**src/rtl/pc_stall_sched.sv**
```systemverilog
// Round-robin stall scheduler: grants one requester at a time and holds pcEn low
// for the granted cycle count. Optional stalled-cycle counter under `STALL_PERF_EN.
module pc_stall_sched #(
    parameter int NREQ  = 3,
    parameter int CNT_W = 4
) (
    input  logic                  clk,
    input  logic                  rst,
    input  logic [NREQ-1:0]       req,
    input  logic [NREQ*CNT_W-1:0] req_cycles,
    output logic [NREQ-1:0]       grant,
    output logic [NREQ-1:0]       done,
    output logic                  pcEn,
    output logic                  busy,
    output logic [15:0]           stall_cycles
);
    localparam int PTR_W = (NREQ > 1) ? $clog2(NREQ) : 1;

    typedef enum logic [1:0] {IDLE, COUNT, DONE} state_t;

    state_t           state_q, state_d;
    logic [NREQ-1:0]  grant_q, grant_d;
    logic [PTR_W-1:0] gidx_q, gidx_d;
    logic [PTR_W-1:0] ptr_q, ptr_d;
    logic [CNT_W-1:0] count_q, count_d;

    logic             found;
    logic [PTR_W-1:0] sel;
    logic [CNT_W-1:0] sel_len;
    int               idx;

    // First requester at or above ptr, wrapping around
    always_comb begin
        found = 1'b0;
        sel   = '0;
        idx   = 0;
        for (int k = 0; k < NREQ; k++) begin
            idx = (int'(ptr_q) + k) % NREQ;
            if (!found && req[idx]) begin
                found = 1'b1;
                sel   = PTR_W'(idx);
            end
        end
        sel_len = req_cycles[int'(sel)*CNT_W +: CNT_W];
    end

    always_ff @(posedge clk) begin
        if (rst) begin
            state_q <= IDLE;
            grant_q <= '0;
            gidx_q  <= '0;
            ptr_q   <= '0;
            count_q <= '0;
        end else begin
            state_q <= state_d;
            grant_q <= grant_d;
            gidx_q  <= gidx_d;
            ptr_q   <= ptr_d;
            count_q <= count_d;
        end
    end

    always_comb begin
        state_d = state_q;
        case (state_q)
            IDLE:    if (found) state_d = (sel_len == '0) ? DONE : COUNT;
            COUNT:   if (count_q == CNT_W'(1)) state_d = DONE;
            DONE:    state_d = IDLE;
            default: state_d = IDLE;
        endcase
    end

    always_comb begin
        grant_d = grant_q;
        gidx_d  = gidx_q;
        ptr_d   = ptr_q;
        count_d = count_q;
        case (state_q)
            IDLE: begin
                if (found) begin
                    grant_d = NREQ'(1) << sel;
                    gidx_d  = sel;
                    count_d = sel_len;
                end
            end
            COUNT: count_d = count_q - CNT_W'(1);
            DONE: begin
                grant_d = '0;
                ptr_d   = (gidx_q == PTR_W'(NREQ-1)) ? '0 : gidx_q + PTR_W'(1);
            end
            default: ;
        endcase
    end

    always_comb begin
        grant = grant_q;
        done  = (state_q == DONE) ? grant_q : '0;
        pcEn  = (state_q != COUNT);
        busy  = (state_q != IDLE);
    end

`ifdef STALL_PERF_EN
    logic [15:0] stall_cycles_q, stall_cycles_d;

    // Saturating count of cycles spent with pcEn low
    always_comb begin
        stall_cycles_d = stall_cycles_q;
        if (state_q == COUNT && stall_cycles_q != 16'hFFFF)
            stall_cycles_d = stall_cycles_q + 16'd1;
    end

    always_ff @(posedge clk) begin
        if (rst) stall_cycles_q <= '0;
        else     stall_cycles_q <= stall_cycles_d;
    end

    assign stall_cycles = stall_cycles_q;
`else
    assign stall_cycles = 16'h0000;
`endif

endmodule

```
**config.mk**
```make
export PLATFORM = sky130hd
export DESIGN_NAME = pc_stall_sched
export DESIGN_NICKNAME = d
export VERILOG_FILES = /design/src/rtl/pc_stall_sched.sv
export SDC_FILE = /design/constraint.sdc
export NUM_CORES = 1
export LEC_CHECK = 0
export ABC_AREA = 1
export CAP_MARGIN = 20
export CORE_MARGIN = 2
export CORE_UTILIZATION = 37
export DETAILED_ROUTE_END_ITERATION = 10
export GPL_TIMING_DRIVEN = 0
export HOLD_SLACK_MARGIN = 0.12
export PLACE_DENSITY = 0.68
export SYNTH_ARGS = -nofsm -noshare
export SYNTH_HDL_FRONTEND = slang
export SYNTH_SLANG_ARGS = --single-unit
```
**constraint.sdc**
```tcl
create_clock -name clk -period 3.89 [get_ports clk]
set_input_delay 0.389 -clock clk [delete_from_list [all_inputs] [get_ports clk]]
set_output_delay 0.389 -clock clk [all_outputs]
set_load 0.01 [all_outputs]
```
Yosys cells after proc, flatten, opt, wreduce, memory -nomap -nowiden:

Index checks and enable logic that the tools add are counted.

* $add $sub $neg: 4
* divide/modulo/power cells: 3
* order comparisons: 3
* eq/ne operators: 7
* shift-type cells: 2
* muxes and demuxes: 25
* reductions and logical operators: 13

Operators with widths (number)
* $lt A32 B4 Y1 const B: 3
* $mod A32 B3 Y32 const B: 2
* $mod A3 B3 Y32 const B: 1
* $mux W2: 7
* $shiftx A12 B5 Y4: 1
* $mux W1: 9
* $pmux W4 S2: 1
* $reduce_and A2 Y1: 4
* $bmux W1 S2: 3
* $mux W3: 2
* $pmux W3 S2: 1
* $reduce_bool A2 Y1: 3
* $eq A2 B2 Y1 const B: 2
* $eq A4 B1 Y1 const B: 1
* $logic_not A4 Y1: 1
* $mux W4: 1
* $ne A2 B2 Y1 const B: 2
* $pmux W2 S2: 1
* $sub A4 B1 Y4 const B: 1
* $add A2 B1 Y3 const B: 1
* $add A2 B2 Y3 const B: 1
* $shl A1 B2 Y3 const A: 1
* $add A2 B1 Y2 const B: 1
* $eq A2 B1 Y1 const B: 1
* 4 further kinds: 6

* register bits: 13
* input bits: 17
* output and inout bits: 24
* logic and storage cells: 62

Longest topological paths before layout:

Gate-level depths: netlist (run 1).

* depth in word-level cells: 16
* depth in mapped cells: 17

Worst setup path before layout (run 1):

No wires, ideal clock.

* kind: reg-to-reg
* start: register ptr_q[0]
* end: register state_q[0]
* library setup time: 0.132 ns
* arrival time: 1.761 ns
* required time: 3.758 ns
* path slack: 1.996 ns
* cell stages (with the launch flop): 17
* path buffers: 0
* path through: dfxtp_1 -> inv_1 -> ha_1 -> inv_2 -> nand2_1 -> nand3_1 -> nand2_1 -> nand3_2 -> nor2_2 -> nor2_4 -> inv_4 -> nand2_1 -> nand2_1 -> nor2_1 -> nand2_1 -> nand2_1 -> a21oi_1

* cells in the longest elaborated chain, start to end: 16
* elaborated cells between the ends (all ways): 31

RTL lines
* start, declared: line 24 `logic [PTR_W-1:0] ptr_q, ptr_d;`
* start signal, assigned: line 58 `ptr_q <= ptr_d;`
* branches (longest 16 deep; another with $mod A32 B3 Y32)
* end signal, assigned: line 55 `state_q <= state_d;`
* end, declared: line 21 `state_t state_q, state_d;`

Several ways; the timed one is not identified. The select of a mux whose other input is x is not followed.
A chain may end at the register's enable or synchronous reset.

Worst setup path after layout (run 1):

Same ends and word-level chain as after synthesis.

==> metrics, run 1 <==
outcome=completed; setup violators final=0; critical path peak fanout=7; ANT cells=0; PortBufs=24; share of cells above drive strength 1=0.186; Die ar.=around 0.0036 sq mm; hold wc startpoint=grant[2]; H-tree depth=1; Setup Skew=0.447 ps; main area contributors after synthesis=dfxtp_1, nand2_1, buf_4, inv_1, ha_1; number of DRC markers in iteration 0=21; Synth cell types=29; met2 track demand over resource=0.231; Die H=59.6 microns; Synth Area per Inst=6.47 sq um; DRC errors left=0; CTS root buf=clkbuf_4; first-pass GRT wire length=3.71 mm; worst-skew pair later-pin latency=270 ps; Initial Util=0.381; clock sink count=13; max_cap viols=0; post-CTS setup buffer count=0; io pins=41; crit path launch=ptr_q[0]; PD cells=623 mW/mm^2; Nets=244; share of the synthesized area in the top cell type=0.227; Seq/Total Area, Yosys=0.227; die width=59.6 microns; main flop type after synthesis=dfxtp_1; via count=approximately 1.1k; setup_tns=0 ps; Rows=20; cts bufs inserted=3; pin count of the biggest net entering global routing=11; RSZ-0062 raised after global routing=false; Worst Slack Setup Final=~1700 ps; cts hold-fix bufs=0; async set or reset register ratio after synthesis=0; Peak VDD IR=0.297 mV; clock buffer depth=2; GR Util met1=0.172; Startpoint Class=flip-flop; number of synthesized flops with an enable pin=0; Critical Path End Type=flip-flop; Synth area leader=dfxtp_1; Core Box Area=0.00300 sq mm; Min Clock Period, post-route=2150 ps; highest clock rate=466 MHz; RePlAce Congestion=approximately 0.81; final HPWL from detailed placement=around 1.9 mm; total power=about 940 uW; critical path data required time=4030 ps; DR vias/cell=approximately 4.4; final wirelength=2.26 mm; Ys Warns=0; post-route ant nets=0; GR Overflow Total=0; Hold Path Class=flip-flop to flip-flop; All-Layer GR Usage=0.134; TritonCTS clock tree=yes; final hold vios=0; GRT met3 Usage=0.0393; reg2reg start=ptr_q[0]; Cell Area, Synth=0.00114 sq mm; drt pass-1 iters=4; post-synthesis cell count=around 180; post-cts resize count=0; Final Cycle Share=0.552; pre-CTS setup slack=1650 ps; post-synthesis register bit count=13; clock slew at reported path FFs=~80 ps; CP Class=flip-flop to flip-flop; Layout area overhead=31.8%; average wire per standard cell=a little under 9 microns; Lkg Pwr=about 0.00073 uW; Worst EP arrival=2290 ps; GR peak layer=met2; vias in the first global route=930; final slew viol count=0; antenna violations before repair=0
cell usage in the layout, fill, tap and decap left out:
| cell type | n |
|---|---|
| a211oi_1 | 2 |
| a21oi_1 | 9 |
| a22oi_1 | 1 |
| a31oi_1 | 3 |
| buf_4 | 16 |
| clkbuf_1 | 2 |
| clkbuf_4 | 3 |
| clkdlybuf4s50_1 | 24 |
| conb_1 | 16 |
| dfxtp_1 | 13 |
| ha_1 | 6 |
| inv_1 | 21 |
| inv_2 | 5 |
| inv_4 | 1 |
| nand2_1 | 42 |
| nand2_2 | 7 |
| nand2_4 | 1 |
| nand3_1 | 15 |
| nand3_2 | 1 |
| nand3_4 | 1 |
| nand3b_1 | 2 |
| nand4_1 | 1 |
| nand4_2 | 1 |
| nor2_1 | 13 |
| nor2_2 | 1 |
| nor2_4 | 1 |
| nor3_1 | 1 |
| o21ai_0 | 6 |
| o21ai_2 | 2 |
| or2_2 | 1 |
| xor2_1 | 2 |
flip-flops by register name (all words and copies together), names as in the netlist:
signal and count:
gidx_q 2, ptr_q 2, state_q 2, grant 3, count_q 4
power breakdown:
part / internal (uW) / switching, uW / total (uW)
clock: 39.7 / 42.8 / 82.5
sequential: 184 / 37.5 / 221
combinational: 250 / 386 / 636
kinds of logic after synthesis:
group	Yosys count	synth area share
other cells	1	0.00328
fa+ha+maj	6	0.0656
simple gates	88	0.373
xor+xnor	2	0.0153
compound gates	23	0.117
flops	13	0.227
buf+inv	44	0.199
metal layers:
| layer | vias to the layer above | share of wire |
|---|---|---|
| li1 | 618 | - |
| met1 | 463 | 0.48 |
| met2 | 27 | 0.47 |
| met3 | 0 | 0.052 |
| met4 | 0 | 0 |
| met5 | - | 0 |
stage by stage:
| step | std cells | util | hold WS [ps] | area, sq um |
|---|---|---|---|---|
| 2_1_floorplan | 192 | - | 448 | 1200 |
| 4_1_cts | 253 | 0.503 | 484 | 1510 |
| 5_1_grt | 253 | 0.503 | 497 | 1510 |
| 3_5_place_dp | 249 | 0.494 | 474 | 1480 |
| 3_3_place_gp | 249 | 0.494 | 471 | 1480 |
| 6_report | 253 | 0.503 | 484 | 1510 |
final cells by class:
cell class	instances	area, sq um
sequential	13	260
clock buffer	4	26.3
tap	33	41.3
fill	327	1490
timing repair buffer	24	240
inverter	27	104
buffer	17	124
multi-input combinational	135	713
synthesized netlist by cell type, drive strengths merged (2+ instances only):
library cell   n
a211oi         2
dfxtp         13
xor2           2
inv           27
o21ai          8
a21oi          9
nand3b         2
nor2          15
ha             6
nand2         50
nand3         17
buf           16
nand4          2
a31oi          3
worst max-delay path, cell delays in order, from the launching register on:
cell and delay [ps]:
dfxtp_1 370, inv_1 80, ha_1 360, inv_2 100
nand2_1 70, nand3_1 70, nand2_1 140, nand4_2 200
nand2_2 150, nand2_1 60, nand3_1 70, nand2_1 70
nor2_1 100, nand2_1 80, nand2_1 60, a21oi_1 50
path summary, 6_finish.rpt:
check,cells after the start,slack [ps],end
worst max-delay path,15,1740,state_q[0]
worst min register to register,2,480,grant[2]
worst max register to register,15,1740,state_q[0]
worst min-delay path,2,480,grant[2]
No activity file was read; power rests on OpenSTA's default activity.
==> run 2, diff against run 1 <==
--- a/config.mk
+++ b/config.mk
@@ -12,7 +12,7 @@
 export DETAILED_ROUTE_END_ITERATION = 10
 export GPL_TIMING_DRIVEN = 0
 export HOLD_SLACK_MARGIN = 0.12
-export PLACE_DENSITY = 0.68
+export PLACE_DENSITY = 0.71
 export SYNTH_ARGS = -nofsm -noshare
 export SYNTH_HDL_FRONTEND = slang
 export SYNTH_SLANG_ARGS = --single-unit
==> constraint.sdc (replaced) <==
create_clock -name clk -period 1.7 [get_ports clk]
set_input_delay 0.17 -clock clk [delete_from_list [all_inputs] [get_ports clk]]
set_output_delay 0.17 -clock clk [all_outputs]
set_load 0.01 [all_outputs]
==> run 2 against run 1 <==
Net effect:
- the flow now finishes with violations (setup timing)
- non-clock buffer count grew 13
- critical path depth grew 1
- fmax grew 11%
- first-iteration DRC count grew 38%
- sequential cell count is the same
- power grew to 3.0 times the previous value
- hold slack gained 0.61 ps
- critical endpoint unchanged
==> metrics, run 2 (synthesized netlist as in run 1, its figures left out) <==
outcome=finished with violations; failing checks=setup timing; ANT cells=0 (unchanged); R2R setup slack=-230 ps (-1970 ps); highest clock rate=518 MHz (+11%); P_sw=1400 uW (+200%); Largest Register=count_q; average wire per standard cell=10.8 microns (+21%); final hold vios=0 (unchanged); max reg flops=4 (unchanged); worst-skew pair later-pin latency=280 ps (about the same); CP Class=flip-flop to flip-flop; Nets=257 (+5.3%); first-pass GRT wire length=4.44 mm (+20%); Initial Util=0.381 (unchanged); GR Util met1=0.188 (+0.0159); pin count of the biggest net entering global routing=11 (unchanged); die width=59.6 microns (unchanged); critical path data required time=1850 ps (-2180 ps); drt pass-1 iters=4 (unchanged); CTS root buf=clkbuf_4; GRT met3 Usage=0.0284 (-0.0109); DRC errors left=0 (unchanged); Worst Slack Setup Final=-229 ps (-1970 ps); critical path peak fanout=6 (-1); Peak VDD IR=0.866 mV (+190%); share of cells above drive strength 1=0.348 (+0.161); final wirelength=2.88 mm (+27%); Logic pwr share=0.744 (+0.067); Hold Path Class=flip-flop to flip-flop; Rows=20 (unchanged); cts hold-fix bufs=0 (unchanged); Core Box Area=0.00300 sq mm (unchanged); final HPWL from detailed placement=1.99 mm (+6.1%); pre-CTS setup slack=-390 ps (-2050 ps); PD cells=1560 mW/mm^2 (+150%); Setup Skew=1.27 ps (+0.820 ps); cts bufs inserted=3 (unchanged); total power=2830 uW (+200%); commonest cells after routing, fill and taps aside=nand2_1, buf_4, clkdlybuf4s50_1, inv_1, conb_1; PortBufs=24 (unchanged); TritonCTS clock tree=yes; Int Pwr=1420 uW (+200%); clock power share=0.068 (-0.020); clock slew at reported path FFs=80 ps (about the same); DR vias/cell=4.61 (+5.2%); Final Cycle Share=1.13 (+0.583); FF-to-FF End=state_q[0]; clock sink count=13 (unchanged); hold wc startpoint=grant[1]; Critical Path End Type=flip-flop; switching share of power=0.496 (about the same); io pins=41 (unchanged); number of cells on the worst reg-to-reg path=16 (+1); clock buffer depth=2 (unchanged); via count=1,225 (+11%); final slew viol count=0 (unchanged); reg2reg start=ptr_q[0]; vias in the first global route=1,099 (+18%); setup violators final=11 (+11); Layout area overhead=58.7%; RSZ-0062 raised after global routing=true; Lkg Pwr=0.000850 uW (+16%); WHS Path Cells=2 (unchanged); post-route ant nets=0 (unchanged); Seq pwr share=0.188 (-0.047); antenna violations before repair=0 (unchanged); Startpoint Class=flip-flop; H-tree depth=1 (unchanged); number of DRC markers in iteration 0=29 (+38%); GR Overflow Total=0 (unchanged); Min Clock Period, post-route=1930 ps (-216 ps); Die ar.=0.00356 sq mm (unchanged); RePlAce Congestion=0.771 (-4.9%); fillers=280 (-14%); commonest non-fill, non-tap cell in the layout=nand2_1; GR peak layer=met2; hold endpoint=grant[1]; setup_tns=-1430 ps (-1430 ps); All-Layer GR Usage=0.160 (+0.0260); max_cap viols=0 (unchanged); met2 track demand over resource=0.283 (+0.0518); Die H=59.6 microns (unchanged); Worst EP arrival=2080 ps (-210 ps)
## run 2: metal layers
metal	routed length [microns]	vias up	part of all wire
li1	-	641	-
met1	1290	546	0.45
met4	34	0	0.012
met3	175	4	0.061
met2	1380	34	0.48
met5	0	-	0
## run 2: how the worst max path moves through the flow
stage	startpoint	endpoint	slack [ps]	cells past startpoint
4_1_cts	ptr_q[0]	state_q[0]	-200	14
6_report	ptr_q[0]	state_q[0]	-230	16
2_1_floorplan	ptr_q[1]	state_q[0]	-50	16
3_5_place_dp	req[2]	state_q[0]	-390	14
5_1_grt	ptr_q[0]	state_q[0]	-340	14
3_3_place_gp	req[2]	state_q[0]	-340	14
## run 2: repair_timing
item,in CTS,in global routing
pin swaps,18,16
buffers inserted,6,7
endpoints found under the setup margin,15,15
gates resized for setup,17,22
endpoints found under the hold margin,0,0
gates cloned,0,0
## run 2: critical path, cell delays in order, from the launching register on
cell,delay [ps]
dfxtp_4,360
buf_12,120
ha_4,170
nand2_1,110
nand3_4,120
nand2_8,130
nand2_4,70
nand2_2,80
nand2_4,80
nand2_4,80
nand2_1,50
nand3_1,90
nand2_2,60
nor2_1,100
nand2_1,70
nand2_1,60
a21oi_1,50
## run 2: stage by stage
stage / utilization / instance area, sq um / hold slack [ps] / std cells
2_1_floorplan: - / 1240 / 248 / 192
3_3_place_gp: 0.507 / 1520 / 475 / 249
3_5_place_dp: 0.507 / 1520 / 474 / 249
4_1_cts: 0.563 / 1690 / 488 / 259
5_1_grt: 0.605 / 1820 / 516 / 266
6_report: 0.605 / 1820 / 485 / 266
## run 2: power groups by stage
stage / clock, uW / combinational, uW / sequential, uW
finish: 192 / 2100 / 531
global route: 204 / 2310 / 545
CTS: 197 / 1820 / 519
detailed placement: 0 / 1560 / 518
global placement: 0 / 1540 / 515
floorplan: 0 / 1170 / 513
## run 2: layout make-up
type / instances / area, sq um / share of cell area
flip-flops and latches: 13 / 267 / 0.147
multi-input cells: 135 / 895 / 0.492
plain buffers: 17 / 124 / 0.0682
inverters: 27 / 111 / 0.0613
clock buffers: 4 / 26.3 / 0.0145
repair buffers: 37 / 353 / 0.194
well taps: 33 / 41.3 / 0.0227
==> run 3, diff against run 2 <==
--- a/config.mk
+++ b/config.mk
@@ -8,11 +8,11 @@
 export ABC_AREA = 1
 export CAP_MARGIN = 20
 export CORE_MARGIN = 2
-export CORE_UTILIZATION = 37
+export CORE_UTILIZATION = 40
 export DETAILED_ROUTE_END_ITERATION = 10
 export GPL_TIMING_DRIVEN = 0
 export HOLD_SLACK_MARGIN = 0.12
-export PLACE_DENSITY = 0.71
+export PLACE_DENSITY = 0.76
 export SYNTH_ARGS = -nofsm -noshare
 export SYNTH_HDL_FRONTEND = slang
 export SYNTH_SLANG_ARGS = --single-unit
==> run 3 against run 2 <==
Net effect:
- the flow still finishes with violations (setup timing)
- register-to-register slack got worse by 90 ps
- routed wire length increased by 11%
- critical path type unchanged
- via count increased by 3.8%
- sequential power increased by 3%
- non-clock buffer count increased by 6
- worst setup slack got worse by 88 ps
==> metrics, run 3 (synthesized netlist as in run 1, its figures left out) <==
GR Overflow Total=0 (unchanged); TritonCTS clock tree=yes; post-route ant nets=0 (unchanged); Core Box Area=0.00273 sq mm (-9.0%); placed cell count=247 (-0.80%); setup violators final=11 (unchanged); Final Cycle Share=1.19 (+0.0517); share of cells above drive strength 1=0.393 (+0.0457); Initial Util=0.419 (+0.0375); All-Layer GR Usage=0.166 (+0.00602); highest clock rate=496 MHz (-4.4%); RSZ-0062 raised after global routing=true; failing checks=setup timing; Die ar.=0.00331 sq mm (-7.0%); slowest CP cell=dfxtp_4; Critical Path, Cell by Cell=buf_6 > ha_4 > o21ai_4 > nand2_8 > nand2_8 > o21ai_4 > nor2_4 > inv_4 > nand2_1 > nand2_1 > nor2_1 > nand2_1 > nand2_1 > a21oi_2; Startpoint Class=flip-flop; max reg flops=4 (unchanged); setup_tns=-2280 ps (-842 ps); max_cap viols=0 (unchanged); cts bufs inserted=3 (unchanged); CP Class=flip-flop to flip-flop; DR vias/cell=4.71 (+2.2%); Worst Slack Setup Final=-317 ps (-87.9 ps); Worst EP arrival=2170 ps (+90 ps); met2 routed WL=1.68 mm (+22%); ANT cells=0 (unchanged); PortBufs=24 (unchanged); vias in the first global route=1,049 (-4.5%); DP Area=0.00152 sq mm (-0.16%); Nets=263 (+2.3%); number of cells on the worst reg-to-reg path=14 (-2); top routing layer in use=met4; drt pass-1 iters=4 (unchanged); final slew viol count=0 (unchanged); die width=57.5 microns (-3.6%); post-route cell area=0.00193 sq mm (+6.0%); pin count of the biggest net entering global routing=11 (unchanged); outcome=finished with violations; critical path peak fanout=5 (-1); RePlAce Congestion=0.857 (+11%); routed length on met3=114 microns (-35%); Setup Skew=5.78 ps (+4.51 ps); average wire per standard cell=11.8 microns (+9.0%); clock buffer depth=2 (unchanged); CP bufs+invs=2 (+1); commonest cells after routing, fill and taps aside=nand2_1, buf_4, clkdlybuf4s50_1, inv_1, conb_1; WHS Path Cells=2 (unchanged); Lkg Pwr=0.000924 uW (+8.6%); io pins=41 (unchanged); number of DRC markers in iteration 0=18 (-38%); non-filler cells, final=270 (+1.5%); Hold Path Class=flip-flop to flip-flop; H-tree depth=1 (unchanged); delay-heaviest family, CP=simple AND/OR/NAND/NOR gates; WL met1=1.32 mm (+2.3%); final HPWL from detailed placement=1.91 mm (-3.9%); critical path data required time=1850 ps (about the same); final wirelength=3.19 mm (+11%); first-pass GRT wire length=4.35 mm (-1.9%); worst-skew pair later-pin latency=280 ps (about the same); clock sink count=13 (unchanged); cts hold-fix bufs=0 (unchanged); Crit. path cell count=14 (-2); Layout area overhead=68.2%; via count=1,271 (+3.8%); most frequent CP cell=nand2_1; Critical Path End Type=flip-flop; PD cells=1620 mW/mm^2 (+4.1%); final hold vios=0 (unchanged); Min Clock Period, post-route=2020 ps (+87.9 ps); Die H=57.5 microns (-3.6%); DRC errors left=0 (unchanged); CTS root buf=clkbuf_4; Rows=19 (-5.0%); CP max stage delay=370 ps (about the same); Largest Register=count_q; Peak VDD IR=1.25 mV (+44%); antenna violations before repair=0 (unchanged); clock slew at reported path FFs=80 ps (about the same)
run 3: cell count changes in the layout (fill, tap and decap cells not counted), sizes merged:
| cell | delta |
|---|---|
| buf | +6 |
| clkdlybuf4s50 | -2 |
| dlymetal6s2s | +2 |
run 3: routing by layer:
layer / up-vias / track usage
met5: - / 0
met4: 0 / 0.0432
met3: 8 / 0.0431
met2: 38 / 0.278
met1: 567 / 0.211
li1: 658 / -
run 3: layout make-up:
type                    count  area (sq um)
repair buffers             43           398
fillers                   209           808
inverters                  27           121
clock buffers               4          26.3
multi-input cells         135           948
plain buffers              17           124
well taps                  31          38.8
flip-flops and latches     13           269
run 3: stage by stage:
| step | hold slack, ps | total power [uW] | worst slack [ps] | util |
|---|---|---|---|---|
| 2_1_floorplan | 248 | 1690 | -52.5 | - |
| 3_3_place_gp | 468 | 2050 | -357 | 0.556 |
| 6_report | 472 | 3120 | -317 | 0.704 |
| 3_5_place_dp | 474 | 2060 | -368 | 0.556 |
| 4_1_cts | 485 | 2620 | -207 | 0.622 |
| 5_1_grt | 500 | 3360 | -408 | 0.704 |
run 3: path summary, 6_finish.rpt:
path | startpoint | endpoint | slack, ps
worst max-delay path | ptr_q[0] | state_q[0] | -320
worst min-delay path | grant[2] | grant[2] | 470
worst max register to register | ptr_q[0] | state_q[0] | -320
worst min register to register | grant[2] | grant[2] | 470
run 3: report_power, final:
part | switching (uW) | leakage (uW) | internal (uW)
Sequential | 116 | 0.000109 | 429
Clock | 104 | 0.0000150 | 91.1
Combinational | 1330 | 0.000800 | 1050
Total | 1550 | 0.000924 | 1570
run 3: timing repair:
item | 4_1_cts | 5_1_grt
endpoints found under the setup margin | 13 | 15
gates resized for setup | 26 | 34
pin swaps | 21 | 26
setup buffers | 7 | 12
run 3: worst register-to-register path: cells and delay by family, from the launching register on:
kind            cells  cell delay (ps)
compound gates      3              330
flops               1              370
fa+ha+maj           1              160
buf+inv             2              190
simple gates        8              840
